===== src/rtl/rotation_kick_controller.sv =====
// Sequences SRS wall-kick tests 0..MAX_STEP for one rotation request through an external kick table
// and a req/ack collision checker. Optional macro ROTATE_CCW_EN enables counter-clockwise requests.

// Piece encoding: 0=I 1=O 2=T 3=S 4=Z 5=J 6=L
typedef logic [2:0] tetromino_idx_t;

module rotation_kick_controller #(
    parameter int POS_W    = 6,
    parameter int MAX_STEP = 4
) (
    input  logic                    clk,
    input  logic                    reset,
    input  logic                    start,
    input  logic                    dir,
    input  logic signed [POS_W-1:0] cur_x,
    input  logic signed [POS_W-1:0] cur_y,
    input  logic [1:0]              cur_rotation,
    input  tetromino_idx_t          cur_idx,
    output logic [1:0]              kick_rotation,
    output logic [2:0]              kick_step,
    output tetromino_idx_t          kick_idx,
    input  logic signed [2:0]       kick_add_x,
    input  logic signed [2:0]       kick_add_y,
    output logic                    check_req,
    output logic signed [POS_W-1:0] check_x,
    output logic signed [POS_W-1:0] check_y,
    output logic [1:0]              check_rotation,
    input  logic                    check_ack,
    input  logic                    check_hit,
    output logic                    busy,
    output logic                    done,
    output logic                    success,
    output logic signed [POS_W-1:0] new_x,
    output logic signed [POS_W-1:0] new_y,
    output logic [1:0]              new_rotation,
    output logic [2:0]              kick_used
);

    localparam tetromino_idx_t PIECE_O = 3'd1;

    typedef enum logic [1:0] {
        S_IDLE = 2'd0,
        S_REQ  = 2'd1,
        S_DONE = 2'd2
    } state_t;

    state_t                  state, state_nxt;
    logic [2:0]              step, step_nxt;
    logic signed [POS_W-1:0] lat_x, lat_y;
    logic [1:0]              lat_rot;
    tetromino_idx_t          lat_idx;
    logic                    take_start, commit_ok, commit_fail, last_test;
    logic signed [POS_W-1:0] ext_x, ext_y, off_x, off_y;

    function automatic logic signed [POS_W-1:0] sext3(input logic signed [2:0] v);
        return {{(POS_W-3){v[2]}}, v};
    endfunction

    // The O piece never kicks: its single test uses a zero offset whatever the table says.
    always_comb begin
        ext_x = '0;
        ext_y = '0;
        if (lat_idx != PIECE_O) begin
            ext_x = sext3(kick_add_x);
            ext_y = sext3(kick_add_y);
        end
    end

`ifdef ROTATE_CCW_EN
    logic lat_ccw;

    always_ff @(posedge clk) begin
        if (reset)
            lat_ccw <= 1'b0;
        else if (take_start)
            lat_ccw <= dir;
    end

    // CCW r->r-1 reuses the CW (r-1)->r kicks, negated after sign extension.
    always_comb begin
        kick_rotation  = lat_rot;
        check_rotation = lat_rot + 2'd1;
        off_x          = ext_x;
        off_y          = ext_y;
        if (lat_ccw) begin
            kick_rotation  = lat_rot - 2'd1;
            check_rotation = lat_rot - 2'd1;
            off_x          = -ext_x;
            off_y          = -ext_y;
        end
    end
`else
    logic unused_dir;
    assign unused_dir = dir;

    always_comb begin
        kick_rotation  = lat_rot;
        check_rotation = lat_rot + 2'd1;
        off_x          = ext_x;
        off_y          = ext_y;
    end
`endif

    assign check_x   = lat_x + off_x;
    assign check_y   = lat_y + off_y;
    assign kick_step = step;
    assign kick_idx  = lat_idx;
    assign check_req = (state == S_REQ);
    assign busy      = (state != S_IDLE);
    assign done      = (state == S_DONE);
    assign last_test = (step == 3'(MAX_STEP)) || (lat_idx == PIECE_O);

    always_comb begin
        state_nxt   = state;
        step_nxt    = step;
        take_start  = 1'b0;
        commit_ok   = 1'b0;
        commit_fail = 1'b0;
        case (state)
            S_IDLE: begin
                if (start) begin
                    take_start = 1'b1;
                    step_nxt   = '0;
                    state_nxt  = S_REQ;
                end
            end
            S_REQ: begin
                if (check_ack) begin
                    if (!check_hit) begin
                        commit_ok = 1'b1;
                        state_nxt = S_DONE;
                    end else if (last_test) begin
                        commit_fail = 1'b1;
                        state_nxt   = S_DONE;
                    end else begin
                        step_nxt = step + 3'd1;
                    end
                end
            end
            S_DONE:  state_nxt = S_IDLE;
            default: state_nxt = S_IDLE;
        endcase
    end

    always_ff @(posedge clk) begin
        if (reset) begin
            state        <= S_IDLE;
            step         <= '0;
            lat_x        <= '0;
            lat_y        <= '0;
            lat_rot      <= '0;
            lat_idx      <= '0;
            new_x        <= '0;
            new_y        <= '0;
            new_rotation <= '0;
            kick_used    <= '0;
            success      <= 1'b0;
        end else begin
            state <= state_nxt;
            step  <= step_nxt;
            if (take_start) begin
                lat_x   <= cur_x;
                lat_y   <= cur_y;
                lat_rot <= cur_rotation;
                lat_idx <= cur_idx;
            end
            if (commit_ok) begin
                new_x        <= check_x;
                new_y        <= check_y;
                new_rotation <= check_rotation;
                kick_used    <= step;
                success      <= 1'b1;
            end else if (commit_fail) begin
                new_x        <= lat_x;
                new_y        <= lat_y;
                new_rotation <= lat_rot;
                kick_used    <= '0;
                success      <= 1'b0;
            end
        end
    end

endmodule


===== config.mk =====
export PLATFORM = sky130hd
export DESIGN_NAME = rotation_kick_controller
export DESIGN_NICKNAME = d
export VERILOG_FILES = /design/src/rtl/rotation_kick_controller.sv
export SDC_FILE = /design/constraint.sdc
export NUM_CORES = 1
export LEC_CHECK = 0
export CORE_MARGIN = 3
export CORE_UTILIZATION = 45
export DETAILED_ROUTE_END_ITERATION = 10
export PLACE_DENSITY_LB_ADDON = 0.12
export SLEW_MARGIN = 5
export SYNTH_ARGS = -nofsm -noshare
export SYNTH_HDL_FRONTEND = slang
export SYNTH_SLANG_ARGS = --single-unit
export TNS_END_PERCENT = 30

===== constraint.sdc =====
create_clock -name clk -period 3.3 [get_ports clk]
set_input_delay 0.495 -clock clk [delete_from_list [all_inputs] [get_ports clk]]
set_output_delay 0.495 -clock clk [all_outputs]
set_load 0.1 [all_outputs]

Yosys cells after proc, flatten, opt, wreduce, memory -nomap -nowiden
Cells that the tools add are included.
{"block": "totals", "ff_bits": 40, "output_inout_bits": 43, "word_cells": 63}
{"block": "op_classes", "add_sub_neg": 4, "eq_ne": 10, "mux": 31, "n_reduce_logical": 7}
{"cell": "$mux W6", "n": 6}
{"cell": "$mux W3", "n": 6}
{"cell": "$add A6 B6 Y6", "n": 2}
{"cell": "$mux W2", "n": 6}
{"cell": "$mux W1", "n": 11}
{"cell": "$pmux W3 S2", "n": 1}
{"cell": "$reduce_bool A2 Y1", "n": 3}
{"cell": "$reduce_and A5 Y1", "n": 1}
{"cell": "$ne A2 B1 Y1 const B", "n": 2}
{"cell": "$ne A2 B2 Y1 const B", "n": 2}
{"cell": "$pmux W2 S2", "n": 1}
{"cell": "$add A3 B1 Y3 const B", "n": 1}
{"cell": "$eq A3 B1 Y1 const B", "n": 1}
{"cell": "$eq A3 B3 Y1 const B", "n": 1}
{"cell": "$ne A3 B1 Y1 const B", "n": 1}
{"cell": "$ne A3 B2 Y1 const B", "n": 1}
{"cell": "$reduce_and A3 Y1", "n": 1}
{"cell": "$add A2 B1 Y2 const B", "n": 1}
{"cell": "$eq A2 B1 Y1 const B", "n": 1}
{"cell": "$eq A2 B2 Y1 const B", "n": 1}
{"cell": "$logic_not A2 Y1", "n": 1}
{"cell": "$logic_or A1 B1 Y1", "n": 1}

Depth between registers and ports, before layout
{"block": "depth", "word_depth": 8, "depth_mapped": 12, "ltp_nobuf": 10}

Worst setup path before layout
Ideal clock, no wire load.
{"block": "synth_path", "path_type": "reg-to-output", "start": "register lat_idx[0], in the netlist kick_idx[0]", "end": "output port check_x[4]", "t_arrival_ps": 4316, "path_slack_ps": -1511, "path_stages_with_launch": 10, "path_buffers": 2, "path_cell_list": "dfxtp_1 > or3b_1 > buf_6 > buf_8 > and2_2 > ha_1 > fa_1 > and4b_1 > nor2_2 > xnor2_1"}
{"block": "synth_via", "elab_chain_len": 3}
{"element": "start: declaration", "line": "51", "rtl": "tetromino_idx_t lat_idx;"}
{"element": "start signal: assignment", "line": "165", "rtl": "lat_idx <= cur_idx;"}
{"element": "$ne A3 B1 Y1", "line": "63", "rtl": "if (lat_idx != PIECE_O) begin"}
{"element": "$mux W6", "line": "63"}
{"element": "$add A6 B6 Y6", "line": "104", "rtl": "assign check_x = lat_x + off_x;"}
{"element": "end: declaration", "line": "25", "rtl": "output logic signed [POS_W-1:0] check_x,"}
Every way passes these cells.

Worst setup path in the final report
{"block": "layout_path", "start": "register lat_idx[2], in the netlist kick_idx[2]", "end": "output port check_y[5]"}
{"block": "layout_via", "elab_chain_len": 3}
{"element": "$ne A3 B1 Y1", "line": "63"}
{"element": "$mux W6", "line": "63"}
{"element": "$add A6 B6 Y6", "line": "105", "rtl": "assign check_y = lat_y + off_y;"}
{"element": "end: declaration", "line": "26", "rtl": "output logic signed [POS_W-1:0] check_y,"}
Every way passes these cells.

==> tab_implementation.tex <==
\begin{tabular}{lr}
\hline
Metric & Value \\
\hline
\multicolumn{2}{l}{\textbf{Run status}} \\
Outcome & complete, no violations \\
\multicolumn{2}{l}{\textbf{Logic synthesis}} \\
Synthesized area per cell & about 7.8 µm² \\
Post-synth cell types & 44 \\
\#FFs+latches synth & 40 \\
Commonest register cell after synthesis & dfxtp\_1 \\
Largest family of logic cells by synthesized area & simple AND/OR/NAND/NOR gates \\
Seq/Total Area, Yosys & 0.380 \\
Asr flop ratio synth & 0 \\
Adder-cell area share of the yosys netlist & 0.0546 \\
Number of instances in the synthesized netlist & approximately 270 \\
Synthesized-area fraction occupied by and/or/nand/nor cells & 0.285 \\
Fraction of the mapped netlist area in compound gates & 0.164 \\
Number of flops mapped to enable cells by yosys & 0 \\
Post-synthesis instance area & $\sim$2100 µm² \\
Number of warnings printed during yosys synthesis & 0 \\
Number of nets in the synthesized netlist & 306 \\
XOR/XNOR Fraction of Synth Area & 0.0540 \\
Multiplexer area fraction after synthesis & 0.00475 \\
\multicolumn{2}{l}{\textbf{Cells and area}} \\
Proportion of layout cells with a drive suffix above 1 & 0.193 \\
Number of inserted diodes & 0 \\
Final instance area & approximately 3200 µm² \\
Final cell count without fillers & 389 \\
Growth of design area from synthesis to finish & 53.1\% \\
Most common cell after layout, fill and taps aside & clkdlybuf4s50\_1 \\
Count of nets after finishing & 373 \\
Layout Utilization & 0.726 \\
Commonest non-fill, non-tap cells in the layout & 52 x clkdlybuf4s50\_1, 48 x nand2\_1, 37 x dfxtp\_1 \\
\multicolumn{2}{l}{\textbf{Routing}} \\
Via density per instance & 5.47 \\
WL final & 5.88 mm \\
Count of vias placed by the detailed router & 2,126 \\
Initial DRT Pass Iterations & 4 \\
Detail-routed net length per standard cell & about 15 µm \\
Number of DRC violations after detailed routing & 0 \\
Number of DRC violations after detailed-routing iteration 0 & approximately 120 \\
Post-route antenna net violation count & 0 \\
\multicolumn{2}{l}{\textbf{Die}} \\
Die Span Y & roughly 74 µm \\
Die Area & 5540 µm² \\
I/O pin count & 72 \\
Core ar. & approximately 4400 µm² \\
Total number of placement rows & 24 \\
Horizontal extent of the die & 74.4 µm \\
Starting utilization of the core area & 0.474 \\
\multicolumn{2}{l}{\textbf{Clock tree}} \\
CTS tree & built \\
Clock root buffer & clkbuf\_8 \\
Maximum buffer depth of the clock tree & 2 \\
Count of hold-fix buffers inserted at cts & 0 \\
Clock sink count & 40 \\
TritonCTS Buffers & 5 \\
CTS HTree Levels & 2 \\
Setup Buffers After CTS & 0 \\
Insertion delay to the later sink of the worst-skew pair & between 200 and 300 ps \\
Clock slew at the register clock pins of the worst setup and hold paths & 80 ps \\
\multicolumn{2}{l}{\textbf{Worst hold path}} \\
Worst hold-check path type & reg2reg \\
\multicolumn{2}{l}{\textbf{Placed design}} \\
Area post-placement & between 3000 and 4000 µm² \\
Port bufs & 70 \\
Placed wire-length estimate after detailed placement & 4.17 mm \\
Global placer's final weighted congestion & roughly 0.87 \\
Cells after DPL & 381 \\
\multicolumn{2}{l}{\textbf{Timing}} \\
Min cycle time layout & approximately 3200 ps \\
Setup TNS & 0 ps \\
Final setup skew & 10.5 ps \\
Post-Route Hold Slack & 473 ps \\
Slew at the pin closest to its max-slew limit & 987 ps \\
Max-slew violation count & 0 \\
Unrepaired setup endpoints after global routing & true \\
Final hold vios & 0 \\
F\_max & 315 MHz \\
Max\_slew headroom & 0.340 \\
Setup-violating endpoint count in the final report & 0 \\
Final Cycle Share & 0.962 \\
\multicolumn{2}{l}{\textbf{Global routing}} \\
Global-route wire length before repair & 9.60 mm \\
Antenna violations before repair & 0 \\
All-layer global routing usage & 0.224 \\
Largest net degree at the start of global routing & 27 \\
Vias in the first global route & about 2,000 \\
Total grt overflow & 0 \\
\multicolumn{2}{l}{\textbf{Worst setup path}} \\
Data arrival time of the critical path & 2680 ps \\
Worst setup SP type & register \\
Critical path class & reg2out \\
Crit. End Element & primary output \\
Data required time at the worst endpoint & 2800 ps \\
Maximum fanout along the worst path & 10 \\
\multicolumn{2}{l}{\textbf{Pwr}} \\
Leakage power of the design & about 0.0012 µW \\
PD cells & between 400 and 500 nW/µm² \\
Maximum ir drop on the vdd rail & about 0.00031 V \\
\multicolumn{2}{l}{\textbf{Run}} \\
Max Cap Violations & 0 \\
\hline
\end{tabular}
==> metal layers <==
metal / track usage / part of all wire / up-vias
li1: - / - / 1055
met3: 0.0527 / 0.070 / 10
met5: 0 / 0 / -
met1: 0.292 / 0.44 / 985
met4: 0.0830 / 0.014 / 0
met2: 0.360 / 0.48 / 76
==> final timing paths <==
check | from | slack, ps | depth (start not counted) | endpoint
hold reg to reg | kick_idx[1]$_SDFFE_PP0P_ | 470 | 2 | kick_idx[1]$_SDFFE_PP0P_
setup reg to reg | kick_idx[2]$_SDFFE_PP0P_ | 760 | 11 | new_y[5]$_SDFFE_PP0P_
hold / removal | kick_idx[1]$_SDFFE_PP0P_ | 470 | 2 | kick_idx[1]$_SDFFE_PP0P_
setup / recovery | kick_idx[2]$_SDFFE_PP0P_ | 130 | 11 | check_y[5]
==> logic make-up after synthesis <==
logic type / after synthesis
AND/OR/NAND/NOR: 128
AO/OA/AOI/OAI: 52
flip-flops: 40
buffers and inverters: 27
XOR/XNOR: 13
adder cells (fa/ha/maj): 8
multiplexers: 1
==> critical path, stage by stage, from the launching register on <==
cell	delay, ps
dfxtp_4	350
or3b_4	450
buf_4	200
nand2_1	120
inv_1	50
ha_1	290
a21oi_2	210
a211oi_1	70
a31oi_1	160
buf_4	170
xnor2_4	120
buf_12	190
==> cells in the mapped netlist (2+ instances only) <==
| cell | count | share of area |
|---|---|---|
| a31oi_1 | 7 | 0.021 |
| fa_1 | 2 | 0.019 |
| xnor2_1 | 9 | 0.037 |
| nor3_1 | 10 | 0.024 |
| nor4_1 | 7 | 0.021 |
| xor2_1 | 4 | 0.017 |
| or3_1 | 5 | 0.015 |
| o22ai_1 | 4 | 0.012 |
| nor2_1 | 31 | 0.055 |
| dfxtp_1 | 40 | 0.38 |
| and2_2 | 4 | 0.014 |
| nand2_1 | 48 | 0.086 |
| inv_1 | 10 | 0.018 |
| clkbuf_1 | 14 | 0.025 |
| a211oi_1 | 4 | 0.014 |
| a21oi_1 | 25 | 0.059 |
| a32oi_1 | 3 | 0.012 |
| nor2b_1 | 3 | 0.0089 |
| nand3_1 | 8 | 0.019 |
| and3_1 | 2 | 0.0059 |
| ha_1 | 6 | 0.036 |
==> cell type report <==
class / count / area [µm²]
multi-input combinational: 202 / 1400
fill: 374 / 1220
timing repair buffer: 77 / 833
sequential: 40 / 810
clock buffer: 7 / 76.3
tap: 52 / 65.1
inverter: 10 / 37.5
clock inverter: 1 / 8.76
==> through the flow <==
step	worst slack [ps]	power, µW
3_3_place_gp	281	1240
4_1_cts	-4.71	1570
2_1_floorplan	-15.9	1040
5_1_grt	-10.2	1620
6_report	126	1560
3_5_place_dp	263	1240
==> power breakdown <==
part	total, µW	internal [µW]	switching [µW]
clock network	328	151	177
registers	538	505	33.0
logic	699	240	459
==> registers in the layout, summed over array words and instances (netlist names) <==
register,flops
lat_x,6
lat_y,6
new_x,6
new_y,6
kick_idx,3
kick_step,3
kick_used,3
kick_rotation,2
new_rotation,2
state,2
success,1
==> repair_timing <==
item                                    4_1_cts  5_1_grt
gates cloned                                  0        0
gates resized for setup                       2        6
endpoints found under the setup margin        3        7
pin swaps                                     0        2
Note: power is estimated with default switching activity, not from simulation.
